## src/rtl/filter2d_feeder_if.sv

```systemverilog
// Bundle of host config, upstream pixel stream and filter-facing signals for filter2d_feeder.
// The slave modport is the feeder's view; master is the host/upstream/filter side.
interface filter2d_feeder_if;
    logic       cfg_we;
    logic [3:0] cfg_idx;
    logic [7:0] cfg_data;
    logic [3:0] gap;
    logic       start;
    logic       abort;
    logic       s_valid;
    logic [7:0] s_data;
    logic       s_ready;
    logic       o_strb;
    logic [7:0] o_data;
    logic       h_write;
    logic [3:0] h_idx;
    logic [7:0] h_data;
    logic       busy;
    logic       done;

    modport master (
        output cfg_we, cfg_idx, cfg_data, gap, start, abort, s_valid, s_data,
        input  s_ready, o_strb, o_data, h_write, h_idx, h_data, busy, done
    );

    modport slave (
        input  cfg_we, cfg_idx, cfg_data, gap, start, abort, s_valid, s_data,
        output s_ready, o_strb, o_data, h_write, h_idx, h_data, busy, done
    );
endinterface

```

## src/rtl/filter2d_feeder.sv

```systemverilog
// Feeds the 2D filter: replays a host-loaded 3x3 coefficient shadow bank into the
// filter's coefficient port, then forwards one frame of pixels with a programmable gap.
module filter2d_feeder #(
    parameter int IMG_W  = 256,
    parameter int IMG_H  = 256,
    parameter int N_COEF = 9
) (
    input logic              clk,
    input logic              rstn,
    filter2d_feeder_if.slave bus
);
    localparam logic [15:0] LAST_PIX = 16'(IMG_W * IMG_H - 1);
    localparam logic [3:0]  LAST_K   = 4'(N_COEF - 1);

    typedef enum logic [1:0] {IDLE, COEF, STREAM, DONE} state_t;

    state_t      state_q, state_d;
    logic [3:0]  coefCnt_q, coefCnt_d;
    logic [3:0]  gapCnt_q, gapCnt_d;
    logic [3:0]  gapLat_q, gapLat_d;
    logic [15:0] pixCnt_q, pixCnt_d;
    logic        strb_q, strb_d;
    logic [7:0]  data_q, data_d;
    logic [7:0]  shadow_q [N_COEF];
    logic [7:0]  shadow_d [N_COEF];
    logic [7:0]  coefVal;
    logic        readyInt;
    logic        handshake;

    assign readyInt  = (state_q == STREAM) && (gapCnt_q == 4'd0);
    assign handshake = readyInt && bus.s_valid;

    always_comb begin
        coefVal = 8'd0;
        for (int i = 0; i < N_COEF; i++) begin
            if (coefCnt_q == 4'(i)) coefVal = shadow_q[i];
        end
    end

    always_comb begin
        state_d   = state_q;
        coefCnt_d = coefCnt_q;
        gapCnt_d  = gapCnt_q;
        gapLat_d  = gapLat_q;
        pixCnt_d  = pixCnt_q;
        strb_d    = 1'b0;
        data_d    = data_q;
        shadow_d  = shadow_q;

        case (state_q)
            IDLE: begin
                // A write in the start cycle lands before COEF reads the bank.
                if (bus.cfg_we && (bus.cfg_idx <= LAST_K)) begin
                    for (int i = 0; i < N_COEF; i++) begin
                        if (bus.cfg_idx == 4'(i)) shadow_d[i] = bus.cfg_data;
                    end
                end
                if (bus.start) begin
                    state_d   = COEF;
                    coefCnt_d = 4'd0;
                    gapCnt_d  = 4'd0;
                    pixCnt_d  = 16'd0;
                    gapLat_d  = bus.gap;
                end
            end
            COEF: begin
                if (coefCnt_q == LAST_K) begin
                    state_d   = STREAM;
                    coefCnt_d = 4'd0;
                end else begin
                    coefCnt_d = coefCnt_q + 4'd1;
                end
            end
            STREAM: begin
                if (handshake) begin
                    strb_d   = 1'b1;
                    data_d   = bus.s_data;
                    gapCnt_d = gapLat_q;
                    if (pixCnt_q == LAST_PIX) begin
                        state_d  = DONE;
                        pixCnt_d = 16'd0;
                    end else begin
                        pixCnt_d = pixCnt_q + 16'd1;
                    end
                end else if (gapCnt_q != 4'd0) begin
                    gapCnt_d = gapCnt_q - 4'd1;
                end
            end
            DONE: begin
                state_d = IDLE;
            end
            default: begin
                state_d = IDLE;
            end
        endcase

        // Abort outranks start and any same-cycle handshake.
        if (bus.abort) begin
            state_d   = IDLE;
            coefCnt_d = 4'd0;
            gapCnt_d  = 4'd0;
            pixCnt_d  = 16'd0;
            strb_d    = 1'b0;
            data_d    = data_q;
        end
    end

    always_ff @(posedge clk or negedge rstn) begin
        if (!rstn) begin
            state_q   <= IDLE;
            coefCnt_q <= 4'd0;
            gapCnt_q  <= 4'd0;
            gapLat_q  <= 4'd0;
            pixCnt_q  <= 16'd0;
            strb_q    <= 1'b0;
            data_q    <= 8'd0;
            for (int i = 0; i < N_COEF; i++) shadow_q[i] <= 8'd0;
        end else begin
            state_q   <= state_d;
            coefCnt_q <= coefCnt_d;
            gapCnt_q  <= gapCnt_d;
            gapLat_q  <= gapLat_d;
            pixCnt_q  <= pixCnt_d;
            strb_q    <= strb_d;
            data_q    <= data_d;
            shadow_q  <= shadow_d;
        end
    end

    assign bus.s_ready = readyInt;
    assign bus.o_strb  = strb_q;
    assign bus.o_data  = data_q;
    assign bus.h_write = (state_q == COEF);
    assign bus.h_idx   = (state_q == COEF) ? coefCnt_q : 4'd0;
    assign bus.h_data  = (state_q == COEF) ? coefVal : 8'd0;
    assign bus.busy    = (state_q != IDLE);
    assign bus.done    = (state_q == DONE);
endmodule

```

## src/flat_wrapper.sv

```systemverilog
// flat-port wrapper written by rule: the top's interface ports become plain ports
module filter2d_feeder_flat 
#(
    parameter int IMG_W  = 256,
    parameter int IMG_H  = 256,
    parameter int N_COEF = 9
)
  (clk, rstn, bus_cfg_we, bus_cfg_idx, bus_cfg_data, bus_gap, bus_start, bus_abort, bus_s_valid, bus_s_data, bus_s_ready, bus_o_strb, bus_o_data, bus_h_write, bus_h_idx, bus_h_data, bus_busy, bus_done);
  filter2d_feeder_if bus_i ();
  input logic clk;
  input logic rstn;
  input wire logic [$bits(bus_i.cfg_we)-1:0] bus_cfg_we;
  input wire logic [$bits(bus_i.cfg_idx)-1:0] bus_cfg_idx;
  input wire logic [$bits(bus_i.cfg_data)-1:0] bus_cfg_data;
  input wire logic [$bits(bus_i.gap)-1:0] bus_gap;
  input wire logic [$bits(bus_i.start)-1:0] bus_start;
  input wire logic [$bits(bus_i.abort)-1:0] bus_abort;
  input wire logic [$bits(bus_i.s_valid)-1:0] bus_s_valid;
  input wire logic [$bits(bus_i.s_data)-1:0] bus_s_data;
  output wire logic [$bits(bus_i.s_ready)-1:0] bus_s_ready;
  output wire logic [$bits(bus_i.o_strb)-1:0] bus_o_strb;
  output wire logic [$bits(bus_i.o_data)-1:0] bus_o_data;
  output wire logic [$bits(bus_i.h_write)-1:0] bus_h_write;
  output wire logic [$bits(bus_i.h_idx)-1:0] bus_h_idx;
  output wire logic [$bits(bus_i.h_data)-1:0] bus_h_data;
  output wire logic [$bits(bus_i.busy)-1:0] bus_busy;
  output wire logic [$bits(bus_i.done)-1:0] bus_done;
  assign bus_i.cfg_we = bus_cfg_we;
  assign bus_i.cfg_idx = bus_cfg_idx;
  assign bus_i.cfg_data = bus_cfg_data;
  assign bus_i.gap = bus_gap;
  assign bus_i.start = bus_start;
  assign bus_i.abort = bus_abort;
  assign bus_i.s_valid = bus_s_valid;
  assign bus_i.s_data = bus_s_data;
  assign bus_s_ready = bus_i.s_ready;
  assign bus_o_strb = bus_i.o_strb;
  assign bus_o_data = bus_i.o_data;
  assign bus_h_write = bus_i.h_write;
  assign bus_h_idx = bus_i.h_idx;
  assign bus_h_data = bus_i.h_data;
  assign bus_busy = bus_i.busy;
  assign bus_done = bus_i.done;
  filter2d_feeder #(.IMG_W(IMG_W), .IMG_H(IMG_H), .N_COEF(N_COEF)) u_core (.clk(clk), .rstn(rstn), .bus(bus_i));
endmodule
```

## config.mk

```make
export PLATFORM = sky130hd
export DESIGN_NAME = filter2d_feeder_flat
export DESIGN_NICKNAME = d
export VERILOG_FILES = /design/src/rtl/filter2d_feeder_if.sv /design/src/rtl/filter2d_feeder.sv /design/src/flat_wrapper.sv
export SDC_FILE = /design/constraint.sdc
export NUM_CORES = 1
export LEC_CHECK = 0
export BUFFER_PORTS_ARGS = -buffer_cell sky130_fd_sc_hd__buf_2
export CAP_MARGIN = 5
export CORE_ASPECT_RATIO = 0.5
export CORE_MARGIN = 1.5
export CORE_UTILIZATION = 55
export CTS_BUF_LIST = sky130_fd_sc_hd__clkbuf_4
export DETAILED_ROUTE_END_ITERATION = 10
export PLACE_DENSITY = 0.75
export SYNTH_ARGS = -nofsm -noshare
export SYNTH_HDL_FRONTEND = slang
export SYNTH_SLANG_ARGS = --single-unit
```

## constraint.sdc

```tcl
create_clock -name clk -period 4.97 [get_ports clk]
set_clock_uncertainty 0.1 [all_clocks]
set_input_delay 0.7455 -clock clk [delete_from_list [all_inputs] [get_ports clk]]
set_output_delay 0.7455 -clock clk [all_outputs]
set_load 0.05 [all_outputs]
```

==> metrics.csv, run 1 <==
stage;metric;value;unit
sta;Tcrit/Tclk final;81.89;%
sta;unrepaired setup endpoints after global routing;false;
layout;most frequent cells in the layout;dfrtp_1, mux2_2, buf_2;
clock_network;clock root buffer;clkbuf_4;
synth;Post-Syn Area;0.005495;mm2
global_routing;Congestion Overflow GR;0;
clock_network;Post-CTS Resized;0;
layout;Layout area overhead;9.791;%
sta;Slew @ Worst Pin;1.008;ns
layout;most common cell after layout, fill and taps aside;dfrtp_1;
die;site row count;25;
sta;final hold vios;0;
die;Die Y;73.68;um
detailed_routing;average routed wire per standard cell;17.66;um
place;GPL Wtd Cong;0.8352;
detailed_routing;DRC;0;
global_routing;vias in the first global route;3721;
global_routing;largest net degree at the start of global routing;67;
sta;final setup fails;0;
critical_path;Worst Setup SP;u_core.coefCnt_q[1];
critical_path;element type at the critical path end;primary output;
power_and_ir_drop;pwr dens;512.8;mW/mm2
layout;Multi-input gate area;0.002567;mm2
clock_network;Clock Pin Slew Worst Setup and Hold Paths;0.17;ns
critical_path;WP data arrival;3.22;ns
clock_network;Worst-Skew Late Latency;0.48;ns
global_routing;initial antenna violation count;0;
detailed_routing;Pre-antenna DRT Iters;4;
sta;Slew Viols, Final;0;
critical_path;critical-path maximum fanout;18;
detailed_routing;routed vias/inst;5.991;
clock_network;Post-CTS Hold Buffers;0;
critical_path;CP max stage delay;0.62;ns
critical_path;Worst R2R Setup Slack;2.40;ns
synth;syn_area_per_cell;11.06;um2
die;die area;0.01064;mm2
clock_network;Max clock buf depth;2;
synth;fraction of registers with async set/reset;100.0;%
global_routing;first-pass GRT wire length;19640;um
critical_path;Worst Path Buf+Inv;2;
critical_path;crit path kind;flop to primary output;
sta;WHS;0.2299;ns
detailed_routing;drt first-iter violations;234;
clock_network;H-tree levels;3;
detailed_routing;ANT nets after route;0;
sta;maximum clock frequency;245.7;MHz
global_routing;All-Layer GR Usage;24.53;%
critical_path;RR Endpoint;u_core.shadow_q[46];
clock_network;CTS tree;done;
layout;antenna cell count;0;
synth;Synth cell types;52;
synth;total number of yosys warnings;0;
critical_path;FF-to-FF Start;u_core.state_q[0];
critical_path;top cell family by delay on the critical path;compound AO/OA/AOI/OAI gates;
job;# Max-Cap Violations;0;
synth;Syn Inst Count;497;
die;Die X;144.4;um
place;IO buf count;54;
sta;Rel. slew slack;32.25;%
critical_path;Required @ worst endpoint;4.12;ns
hold_path;hold crit path type;input port to asynchronous set/reset pin;
detailed_routing;vias;4122;
layout;layout cell share with drive strength beyond 1;30.38;%
critical_path;CP Cell Sequence;inv_1 > ha_1 > nor2b_1 > a221oi_1 > nor3_1 > o22ai_1 > a31oi_1 > buf_2;
layout;Filler cells;815;
clock_network;Post-CTS Setup Bufs;0;
status;status;completed;
die;I/O Pins;55;
sta;min Tclk post-route;4.070;ns
die;Placeable Area;0.009572;mm2
power_and_ir_drop;Pwr Total;3.094;mW
place;DP HPWL;8282;um
power_and_ir_drop;Leak Pwr;2.722;nW
synth;sequential area share after synthesis;50.55;%
critical_path;Slowest-stage cell, CP;ha_1;
synth;ys flop type;dfrtp_1;
clock_network;CTS buffer count;9;
critical_path;Setup crit start kind;flop;
power_and_ir_drop;Worst VDD drop;0.0002134;V
synth;Mapped Nets;537;
layout;NumNets Final;588;
synth;post-synthesis register bit count;111;
die;Starting Density;57.41;%
detailed_routing;Total Wirelength;12150;um
sta;Setup TNS;0;ns
critical_path;Reg2Reg Depth;5;
layout;Reg area;0.002778;mm2
synth;EDFF count, synth;0;
clock_network;clock sinks;111;
report_power, final:
part	switching, mW	internal, mW	total [mW]
Sequential	0.218	1.26	1.48
Combinational	0.685	0.483	1.17
Clock	0.330	0.120	0.450
metrics by stage:
stage / cell area [um2] / setup WS [ns] / cells / utilization, %
after floorplan: 5495 / 1.670 / 497 / -
after global placement: 5892 / 1.523 / 672 / 61.56
after detailed placement: 5892 / 1.508 / 672 / 61.56
after CTS: 6033 / 0.9218 / 688 / 63.03
after global routing: 6033 / 0.6433 / 688 / 63.03
final: 6033 / 0.9000 / 688 / 63.03
state kept, by name (all words and copies together), names as in the netlist:
register           cells
u_core.bus.o_data      8
u_core.gapLat_q        4
u_core.state_q         2
u_core.coefCnt_q       4
u_core.bus.o_strb      1
u_core.pixCnt_q       16
u_core.gapCnt_q        4
u_core.shadow_q       72
cells by family (layout without fill, tap and decap cells):
kind of cell | count (synthesis) | count (layout) | synth area share, %
flip-flops | 111 | 111 | 50.55
adder cells (fa/ha/maj) | 10 | 10 | 2.277
buffers and inverters | 38 | 94 | 2.732
AO/OA/AOI/OAI | 122 | 122 | 14.46
AND/OR/NAND/NOR | 138 | 138 | 14.05
multiplexers | 78 | 78 | 15.94
area by class of cell:
type                            instances  share of cell area, %
Multi-Input combinational cell        348                  42.55
Clock inverter                          7                  1.224
Clock buffer                            9                  1.120
Tap cell                              135                  2.800
Sequential cell                       111                  46.04
Timing Repair Buffer                   58                  5.019
Inverter                               20                  1.244
cell usage after synthesis (2+ instances only):
cell | n | area, um2
a31oi_1 | 17 | 106.4
nand2_1 | 52 | 195.2
and2_1 | 10 | 62.56
o22ai_1 | 15 | 93.84
nand2b_1 | 5 | 31.28
a221oi_1 | 9 | 78.83
o2bb2ai_1 | 8 | 70.07
buf_2 | 3 | 15.01
ha_1 | 10 | 125.1
and3_1 | 3 | 18.77
nor3b_4 | 2 | 37.54
a21o_1 | 2 | 15.01
nand3_1 | 13 | 65.06
nor2_1 | 14 | 52.55
nor4bb_1 | 2 | 20.02
clkinv_1 | 2 | 7.510
nor3_1 | 10 | 50.05
buf_1 | 2 | 7.510
o31ai_1 | 13 | 97.59
clkbuf_1 | 12 | 45.04
mux2_2 | 76 | 855.8
a21oi_1 | 17 | 85.08
o21ai_0 | 34 | 170.2
nor2b_1 | 2 | 12.51
mux2i_1 | 2 | 20.02
o32ai_1 | 2 | 17.52
or2_2 | 5 | 31.28
nand3b_1 | 4 | 30.03
inv_1 | 18 | 67.56
dfrtp_1 | 111 | 2778
layer usage:
metal	global-route usage [%]	part of all wire, %
met1	36.82	50
met2	35.83	43
met3	6.584	6.4
met4	4.602	0.77
met5	0	0
worst max path at each step:
stage                          endpoint  slack [ns]  depth (start not counted)
after floorplan           bus_h_data[5]        1.67                          9
after global placement    bus_h_data[1]        1.52                          8
after detailed placement  bus_h_data[1]        1.51                          8
after CTS                 bus_h_data[4]        0.92                          8
after global routing      bus_h_data[1]        0.64                          8
final                     bus_h_data[1]        0.90                          8
Note: power is estimated with default switching activity, not from simulation.
==> run 2: changes to the inputs <==
==> constraint.sdc (replaced) <==
create_clock -name clk -period 3.85 [get_ports clk]
set_clock_uncertainty 0.1 [all_clocks]
set_input_delay 0.5775 -clock clk [delete_from_list [all_inputs] [get_ports clk]]
set_output_delay 0.5775 -clock clk [all_outputs]
set_load 0.05 [all_outputs]
==> run 2 against run 1 <==
- combinational power up 27%
- largest power group unchanged
- worst setup slack worse by 0.62 ns
- hold slack worse by 0.15 ns
- first-iteration DRC count up 2.6%
- sequential cell count unchanged
- critical path type unchanged
- critical path depth unchanged
- final area up 0.71%
- clock power up 34%
- utilization up 0.44 points
- global-route usage down 0.091 points
- clock-buffer cell count unchanged
==> metrics.csv, run 2 (synthesis gave the netlist of run 1 again) <==
stage;metric;value;unit
sta;min Tclk post-route;3.572;ns
die;I/O Pins;55;
layout;max FFs per register;72;
layout;NumNets Final;590;
die;Die Y;73.68;um
power_and_ir_drop;pwr dens;659.8;mW/mm2
layout;Layout area overhead;10.56;%
critical_path;CP Cell Sequence;inv_1 > ha_1 > nor2b_2 > a221oi_1 > o32ai_1 > o21ai_0 > a31oi_1 > buf_2;
die;Die X;144.4;um
clock_network;H-tree levels;3;
sta;Rel. slew slack;34.19;%
clock_network;Post-CTS Setup Bufs;0;
detailed_routing;ANT nets after route;0;
layout;layout cell share with drive strength beyond 1;30.81;%
place;IO buf count;54;
detailed_routing;drt first-iter violations;240;
place;GPL Wtd Cong;0.8378;
place;DP HPWL;8435;um
critical_path;CP max stage delay;0.47;ns
critical_path;critical-path maximum fanout;18;
global_routing;All-Layer GR Usage;24.44;%
sta;unrepaired setup endpoints after global routing;false;
detailed_routing;DRC;0;
sta;maximum clock frequency;280.0;MHz
clock_network;clock sinks;111;
sta;Slew Viols, Final;0;
critical_path;Slowest-stage cell, CP;dfrtp_1;
clock_network;CTS buffer count;9;
detailed_routing;routed vias/inst;5.896;
sta;PnR worst setup slack;0.2780;ns
clock_network;clock root buffer;clkbuf_4;
layout;most frequent cells in the layout;dfrtp_1, mux2_2, buf_2;
clock_network;Clock Pin Slew Worst Setup and Hold Paths;0.20;ns
hold_path;hold crit path type;input port to asynchronous set/reset pin;
job;# Max-Cap Violations;0;
critical_path;crit path kind;flop to primary output;
power_and_ir_drop;Leak Pwr;2.742;nW
die;Starting Density;57.41;%
detailed_routing;Pre-antenna DRT Iters;4;
clock_network;Worst-Skew Late Latency;0.49;ns
detailed_routing;average routed wire per standard cell;17.40;um
detailed_routing;Total Wirelength;12010;um
die;Placeable Area;0.009572;mm2
clock_network;Max clock buf depth;2;
global_routing;Congestion Overflow GR;0;
layout;Biggest register;u_core.shadow_q;
global_routing;first-pass GRT wire length;19520;um
global_routing;vias in the first global route;3703;
sta;final hold vios;0;
layout;antenna cell count;0;
die;die area;0.01064;mm2
layout;most common cell after layout, fill and taps aside;dfrtp_1;
global_routing;initial antenna violation count;0;
power_and_ir_drop;Worst VDD drop;0.0002570;V
die;site row count;25;
sta;Slew @ Worst Pin;0.9791;ns
global_routing;largest net degree at the start of global routing;68;
critical_path;Required @ worst endpoint;3.17;ns
critical_path;WP data arrival;2.89;ns
detailed_routing;vias;4068;
sta;Tcrit/Tclk final;92.78;%
power_and_ir_drop;Pwr Total;4.009;mW
place;worst slack at placement;0.6899;ns
sta;Setup TNS;0;ns
critical_path;element type at the critical path end;primary output;
clock_network;CTS tree;done;
sta;final setup fails;0;
status;status;completed;
critical_path;Setup crit start kind;flop;
==> run 2: changes by cell type in the layout (fill, tap and decap cells not counted), sizes merged <==
| cell | previous run | this run |
|---|---|---|
| buf | 58 | 60 |
==> run 2: final cells by class <==
cell class                      count  area (um2)
Clock buffer                        9       67.56
Clock inverter                      7       86.33
Fill cell                         773        3496
Inverter                           20       75.07
Multi-Input combinational cell    348        2570
Sequential cell                   111        2778
Tap cell                          135       168.9
Timing Repair Buffer               60       330.3
==> run 2: layer usage <==
layer  part of all wire, %  track usage [%]  vias to the layer above
li1                      -                -                     1934
met1                    50            36.42                     2014
met2                    43            35.03                      115
met3                   6.8            7.236                        5
met4                  0.47            5.612                        0
met5                     0                0                        -
==> run 2: worst max-delay path, delay by kind of cell (launching register included) <==
family | cells | cell delay [ns]
adder cells (fa/ha/maj) | 1 | 0.42
AO/OA/AOI/OAI | 4 | 0.72
flip-flops | 1 | 0.47
buffers and inverters | 2 | 0.40
AND/OR/NAND/NOR | 1 | 0.41
==> run 2: where the power goes <==
group	internal [mW]	total [mW]	leakage, nW	switching (mW)
logic	0.625	1.49	1.23	0.864
clock network	0.161	0.605	0.0817	0.444
registers	1.62	1.91	1.43	0.291
total	2.41	4.01	2.74	1.60
==> run 2: repair_timing <==
| item | 4_1_cts | 5_1_grt |
|---|---|---|
| setup endpoints to repair | 0 | 8 |
| hold buffers | 0 | 0 |
| gates resized for setup | 0 | 1 |
==> run 2: worst paths after layout <==
path | cells after the start | slack [ns] | start | to
worst max-delay path | 8 | 0.28 | u_core.coefCnt_q[1] | bus_h_data[6]
min in group clk | 3 | 0.16 | bus_s_data[2] | u_core.bus.o_data[2]
worst min register to register | 1 | 0.40 | u_core.pixCnt_q[14] | u_core.pixCnt_q[14]
worst max register to register | 5 | 1.25 | u_core.state_q[0] | u_core.shadow_q[47]
worst min-delay path | 1 | 0.08 | rstn | u_core.shadow_q[3]
max in group asynchronous | 2 | 2.85 | rstn | u_core.shadow_q[52]
==> run 2: per-stage QoR <==
stage	hold slack, ns	util (%)	area [um2]	cells
floorplan	0.1819	-	5495	497
global placement	0.3565	61.84	5919	674
detailed placement	0.3651	61.84	5919	674
CTS	0.09408	63.45	6073	690
global route	0.1170	63.48	6076	690
finish	0.07807	63.48	6076	690
